--- config.mk ---
export PLATFORM = sky130hd
export DESIGN_NAME = mem_port_arbiter
export DESIGN_NICKNAME = d
export VERILOG_FILES = /design/src/rtl/constants_pkg.sv /design/src/rtl/mem_arb_pick.sv /design/src/rtl/mem_port_arbiter.sv
export SDC_FILE = /design/constraint.sdc
export NUM_CORES = 1
export LEC_CHECK = 0
export ABC_CLOCK_PERIOD_IN_PS = 13500
export CAP_MARGIN = 5
export CORE_UTILIZATION = 29
export DETAILED_ROUTE_END_ITERATION = 8
export GPL_TIMING_DRIVEN = 0
export PLACE_DENSITY = 0.61
export SETUP_SLACK_MARGIN = 0.05
export SKIP_CTS_REPAIR_TIMING = 1
export SLEW_MARGIN = 20
export SYNTH_ARGS = -nofsm -noshare
export SYNTH_HDL_FRONTEND = slang
export SYNTH_SLANG_ARGS = --single-unit
--- constraint.sdc ---
create_clock -name clk -period 13.5 [get_ports clk]
set_clock_uncertainty 0.1 [all_clocks]
set_input_delay 2.7 -clock clk [delete_from_list [all_inputs] [get_ports clk]]
set_output_delay 2.7 -clock clk [all_outputs]
set_load 0.005 [all_outputs]
--- src/rtl/constants_pkg.sv ---
// Shared core constants: bus widths, memory access size encodings and arbiter types.
package constants_pkg;

  localparam int ADDR_WIDTH = 32;
  localparam int DATA_WIDTH = 32;

  localparam logic [1:0] MEM_SIZE_BYTE = 2'd0;
  localparam logic [1:0] MEM_SIZE_HALF = 2'd1;
  localparam logic [1:0] MEM_SIZE_WORD = 2'd2;

  localparam int ARB_MAX_DSTREAK_DEFAULT = 4;

  typedef enum logic [1:0] {
    IDLE   = 2'd0,
    BUSY_I = 2'd1,
    BUSY_D = 2'd2
  } arb_state_e;

endpackage

--- src/rtl/mem_arb_pick.sv ---
// Combinational fetch/data pick: data wins unless fetch has waited out a full data streak.
// Zero latency; the caller decides when a pick is acted upon.
module mem_arb_pick #(
  parameter int SW = 3
) (
  input  logic          i_req,
  input  logic          d_req,
  input  logic [SW-1:0] streak,
  input  logic [SW-1:0] max_dstreak,
  output logic          grant_i,
  output logic          grant_d
);

  logic fetch_due;

  assign fetch_due = i_req && (streak == max_dstreak);
  assign grant_d   = d_req && !fetch_due;
  assign grant_i   = i_req && !grant_d;

endmodule

--- src/rtl/mem_port_arbiter.sv ---
// Shares one single-ported memory between fetch and data: one outstanding transaction, grant N+1,
// rvalid the cycle after ack; requesters wait on held request lines while the port is busy.
module mem_port_arbiter
  import constants_pkg::*;
#(
  parameter int AWIDTH      = ADDR_WIDTH,
  parameter int DWIDTH      = DATA_WIDTH,
  parameter int MAX_DSTREAK = ARB_MAX_DSTREAK_DEFAULT
) (
  input  logic              clk,
  input  logic              rst,
  input  logic              i_req_i,
  input  logic [AWIDTH-1:0] i_addr_i,
  output logic              i_gnt_o,
  output logic              i_rvalid_o,
  output logic [DWIDTH-1:0] i_rdata_o,
  input  logic              d_req_i,
  input  logic [AWIDTH-1:0] d_addr_i,
  input  logic              d_we_i,
  input  logic [1:0]        d_size_i,
  input  logic              d_unsigned_i,
  input  logic [DWIDTH-1:0] d_wdata_i,
  output logic              d_gnt_o,
  output logic              d_rvalid_o,
  output logic [DWIDTH-1:0] d_rdata_o,
  output logic              m_req_o,
  output logic [AWIDTH-1:0] m_addr_o,
  output logic              m_we_o,
  output logic [1:0]        m_size_o,
  output logic              m_unsigned_o,
  output logic [DWIDTH-1:0] m_wdata_o,
  input  logic              m_ack_i,
  input  logic [DWIDTH-1:0] m_rdata_i,
  output logic              spurious_ack_o
);

  localparam int            SW         = $clog2(MAX_DSTREAK + 1);
  localparam logic [SW-1:0] STREAK_MAX = SW'(MAX_DSTREAK);

  arb_state_e    state_q, state_d;
  logic [SW-1:0] streak_q;
  logic          pick_i, pick_d;
  logic          issue_i, issue_d, done_i, done_d, spurious_set;

  mem_arb_pick #(.SW(SW)) u_pick (
    .i_req       (i_req_i),
    .d_req       (d_req_i),
    .streak      (streak_q),
    .max_dstreak (STREAK_MAX),
    .grant_i     (pick_i),
    .grant_d     (pick_d)
  );

  always_ff @(posedge clk or posedge rst) begin
    if (rst) state_q <= IDLE;
    else     state_q <= state_d;
  end

  always_comb begin
    state_d = state_q;
    case (state_q)
      IDLE: begin
        if (pick_d)      state_d = BUSY_D;
        else if (pick_i) state_d = BUSY_I;
      end
      BUSY_I, BUSY_D: if (m_ack_i) state_d = IDLE;
      default: state_d = IDLE;
    endcase
  end

  always_comb begin
    issue_i      = 1'b0;
    issue_d      = 1'b0;
    done_i       = 1'b0;
    done_d       = 1'b0;
    spurious_set = 1'b0;
    case (state_q)
      IDLE: begin
        issue_d      = pick_d;
        issue_i      = pick_i;
        spurious_set = m_ack_i;
      end
      BUSY_I:  done_i = m_ack_i;
      BUSY_D:  done_d = m_ack_i;
      default: ;
    endcase
  end

  // The memory request is exactly "a transaction is outstanding", so reset drops it at once.
  assign m_req_o = (state_q != IDLE);

  always_ff @(posedge clk or posedge rst) begin
    if (rst) begin
      m_addr_o       <= '0;
      m_we_o         <= 1'b0;
      m_size_o       <= 2'd0;
      m_unsigned_o   <= 1'b0;
      m_wdata_o      <= '0;
      i_gnt_o        <= 1'b0;
      d_gnt_o        <= 1'b0;
      i_rvalid_o     <= 1'b0;
      d_rvalid_o     <= 1'b0;
      i_rdata_o      <= '0;
      d_rdata_o      <= '0;
      streak_q       <= '0;
      spurious_ack_o <= 1'b0;
    end else begin
      i_gnt_o    <= issue_i;
      d_gnt_o    <= issue_d;
      i_rvalid_o <= done_i;
      d_rvalid_o <= done_d;

      if (issue_d) begin
        m_addr_o     <= d_addr_i;
        m_we_o       <= d_we_i;
        m_size_o     <= d_size_i;
        m_unsigned_o <= d_unsigned_i;
        m_wdata_o    <= d_wdata_i;
      end else if (issue_i) begin
        m_addr_o     <= i_addr_i;
        m_we_o       <= 1'b0;
        m_size_o     <= MEM_SIZE_WORD;
        m_unsigned_o <= 1'b1;
        m_wdata_o    <= '0;
      end

      if (done_i) i_rdata_o <= m_rdata_i;
      if (done_d) d_rdata_o <= m_we_o ? '0 : m_rdata_i;

      // Streak only counts data grants that actually made a waiting fetch wait longer.
      if (issue_i) begin
        streak_q <= '0;
      end else if (issue_d) begin
        if (!i_req_i)                  streak_q <= '0;
        else if (streak_q != STREAK_MAX) streak_q <= streak_q + SW'(1);
      end

      if (spurious_set) spurious_ack_o <= 1'b1;
    end
  end

endmodule

==> flow_metrics.py <==
metrics = {
    "synth": {
        "yosysTopAreaCell": "dfrtp_1",
        "ys_seq_elements": 142,
        "synth_cell_type_count": 31,
        "synth_nets": 657,
        "synth.area.top_cells": "dfrtp_1, mux2_2, o21ai_0, a22o_1, a41oi_1",
        "synth_top_flop_cell": "dfrtp_1",
        "seq_area_frac_synth_pct": 59.8,
        "async_flop_share_pct": 100,
        "synth-edff-count": 0,
        "yosys_warnings": 0,
        "ys_top_cells_by_count": "dfrtp_1, o21ai_0, nand2_1",
        "post_synth.cell_area_avg_um2": 11.5,
        "syn-cell-area_um2": 5940,
        "synth_cells": 515,
        "yosysMostFrequentCell": "dfrtp_1",
        "synth_top_area_share_pct": 59.8,
    },
    "worst_setup_path": {
        "critPathBufInv": 3,
        "cpLargestDelayFamily": "buffers and inverters",
        "worstPathCellList": "inv_1 > ha_1 > inv_1 > clkdlybuf4s50_1",
        "worstSetupPathType": "reg -> out",
        "slowest_delay_ns": 0.57,
        "crit_path_start_kind": "register",
        "endpoint_kind": "output port",
        "slowest_stage": "clkdlybuf4s50_1",
        "cpMostUsedCell": "inv_1",
        "critPathMaxFanout": 3,
        "cp_data_required_time_ns": 10.70,
        "arrival_ns": 1.78,
    },
    "routing": {
        "num_vias": 5125,
        "antenna_left": 0,
        "drt-initial-drc-count": 152,
        "wl_per_cell_um": 17.1,
        "drt-pass1-iter-count": 4,
        "wl_mm": 18.6,
        "route.detailed.drc": 0,
        "vias_per_cell": 4.72,
    },
    "sta": {
        "grt_setup_unrepaired": "no",
        "worst_pin_slew_ns": 0.494,
        "max_freq_mhz": 218,
        "slew_viol_final": 0,
        "hold_viol": 0,
        "fin_crit_ns": 4.58,
        "setup-tns-final_ns": 0,
        "fin_crit_sh_pct": 33.9,
        "max_slew_margin_pct": 67.1,
        "setup_ws_ns": 8.92,
        "finalSetupViolCount": 0,
    },
    "power_and_ir_drop": {
        "power_density_nw_per_um2": 229,
        "ir_worst_vdd_uv": 82.7,
        "p_leak_nw": 4.03,
    },
    "outcome": {
        "status": "complete, no violations",
    },
    "floorplanning": {
        "die_h_um": 145,
        "chipWidth_um": 145,
        "ioPinCount": 275,
        "start_util_pct": 30.0,
        "coreArea_um2": 19800,
        "die-area_um2": 21100,
        "row_count": 51,
    },
    "layout": {
        "areaGrowthSynthToFinish_pct": 62.5,
        "fin_nets": 950,
        "drive_gt1_share_pct": 12.2,
        "antenna_cells": 0,
        "design_area_um2": 9650,
        "fill_cells": 1853,
    },
    "clocking": {
        "cts_buffer_depth": 2,
        "cts-root-buf": "clkbuf_16",
        "path_clk_slew_ns": 0.06,
        "cts_tree": "yes",
        "clk_latency_ns": 0.41,
        "cts_max_level": 4,
        "cts_buffers": 17,
        "cts.sinks": 142,
    },
    "global_route": {
        "track_usage_pct": 18.2,
        "grt_overflow_total": 0,
        "grt_pass1_wl_mm": 29.9,
        "grt_pass1_vias": 5307,
        "antenna_found_initial": 0,
        "grt_max_degree": 83,
    },
    "placed_design": {
        "place_area_um2": 9040,
        "dp_hpwl_mm": 13.5,
        "place_congestion": 0.785,
        "place_ws_ns": 9.10,
        "io_buffers": 273,
    },
    "hold_path": {
        "hold_class": "reg -> reg",
    },
    "run": {
        "maxCapViolCount": 0,
    },
}
path summary, 6_finish.rpt:
path	from	to	slack (ns)	depth (start not counted)
worst max register to register	state_q[0]$_DFFE_PP0P_	m_addr_o[0]$_DFFE_PP0P_	11.59	7
min in group asynchronous	rst	i_rdata_o[22]$_DFFE_PP0P_	2.61	2
worst max-delay path	state_q[0]$_DFFE_PP0P_	m_req_o	8.92	4
worst min register to register	spurious_ack_o$_DFFE_PP0P_	spurious_ack_o$_DFFE_PP0P_	0.35	1
worst min-delay path	spurious_ack_o$_DFFE_PP0P_	spurious_ack_o$_DFFE_PP0P_	0.35	1
max in group asynchronous	rst	m_wdata_o[21]$_DFFE_PP0P_	9.92	3
final cells by class:
type | instances | area, µm² | area share [%]
clock buffer | 19 | 433 | 4.49
timing repair buffer | 274 | 2760 | 28.6
inverter | 10 | 45.0 | 0.467
buffer | 45 | 243 | 2.52
clock inverter | 13 | 178 | 1.84
tap | 265 | 332 | 3.44
multi-input combinational | 318 | 2110 | 21.8
sequential | 142 | 3550 | 36.8
stage by stage:
stage                     instances  hold WS, ns  power (W)  utilization [%]
final                          1086        0.354    0.00221             48.8
after global routing           1086        0.395    0.00236             48.8
after CTS                      1086        0.359    0.00224             48.8
after detailed placement       1054        0.345    0.00174             45.7
after global placement         1053        0.342    0.00173             45.5
after floorplan                 515        0.351    0.00115                -
cells in the final DEF (no fill, tap or decap), types with 32 or more instances in the layout:
cell,synthesis,final
a22o_1,34,34
nand2b_1,33,33
o21ai_0,65,65
mux2_2,32,32
a21oi_1,33,33
a41oi_1,32,32
nor2_1,33,33
dfrtp_1,142,142
clkdlybuf4s50_1,0,273
nand2_1,35,35
flip-flops by register name, summed over array words and instances, names as in the netlist, 2 cells and up:
register   cells
i_rdata_o     32
streak_q       3
state_q        2
m_addr_o      32
d_rdata_o     32
m_size_o       2
m_wdata_o     32
where the power goes:
part	leakage (nW)	switching, W	internal (W)
Sequential	1.73	0.000115	0.000635
Clock	0.285	0.000195	0.000296
Combinational	2.02	0.000383	0.000589
Total	4.03	0.000693	0.00152
cell families (layout without fill, tap and decap cells):
family / count (synthesis) / in the layout / share of synthesized area (%)
multiplexers: 34 / 34 / 6.49
AND/OR/NAND/NOR: 106 / 106 / 8.57
AO/OA/AOI/OAI: 173 / 173 / 19.3
buffers and inverters: 55 / 361 / 4.72
adder cells (fa/ha/maj): 5 / 5 / 1.05
flip-flops: 142 / 142 / 59.8
layer usage:
layer	wire length, µm	GRT usage (%)
met1	8340	23.7
met2	8670	28.6
met3	1180	5.13
met4	386	6.84
met5	0	0
Power figures use the tool's default switching activity.
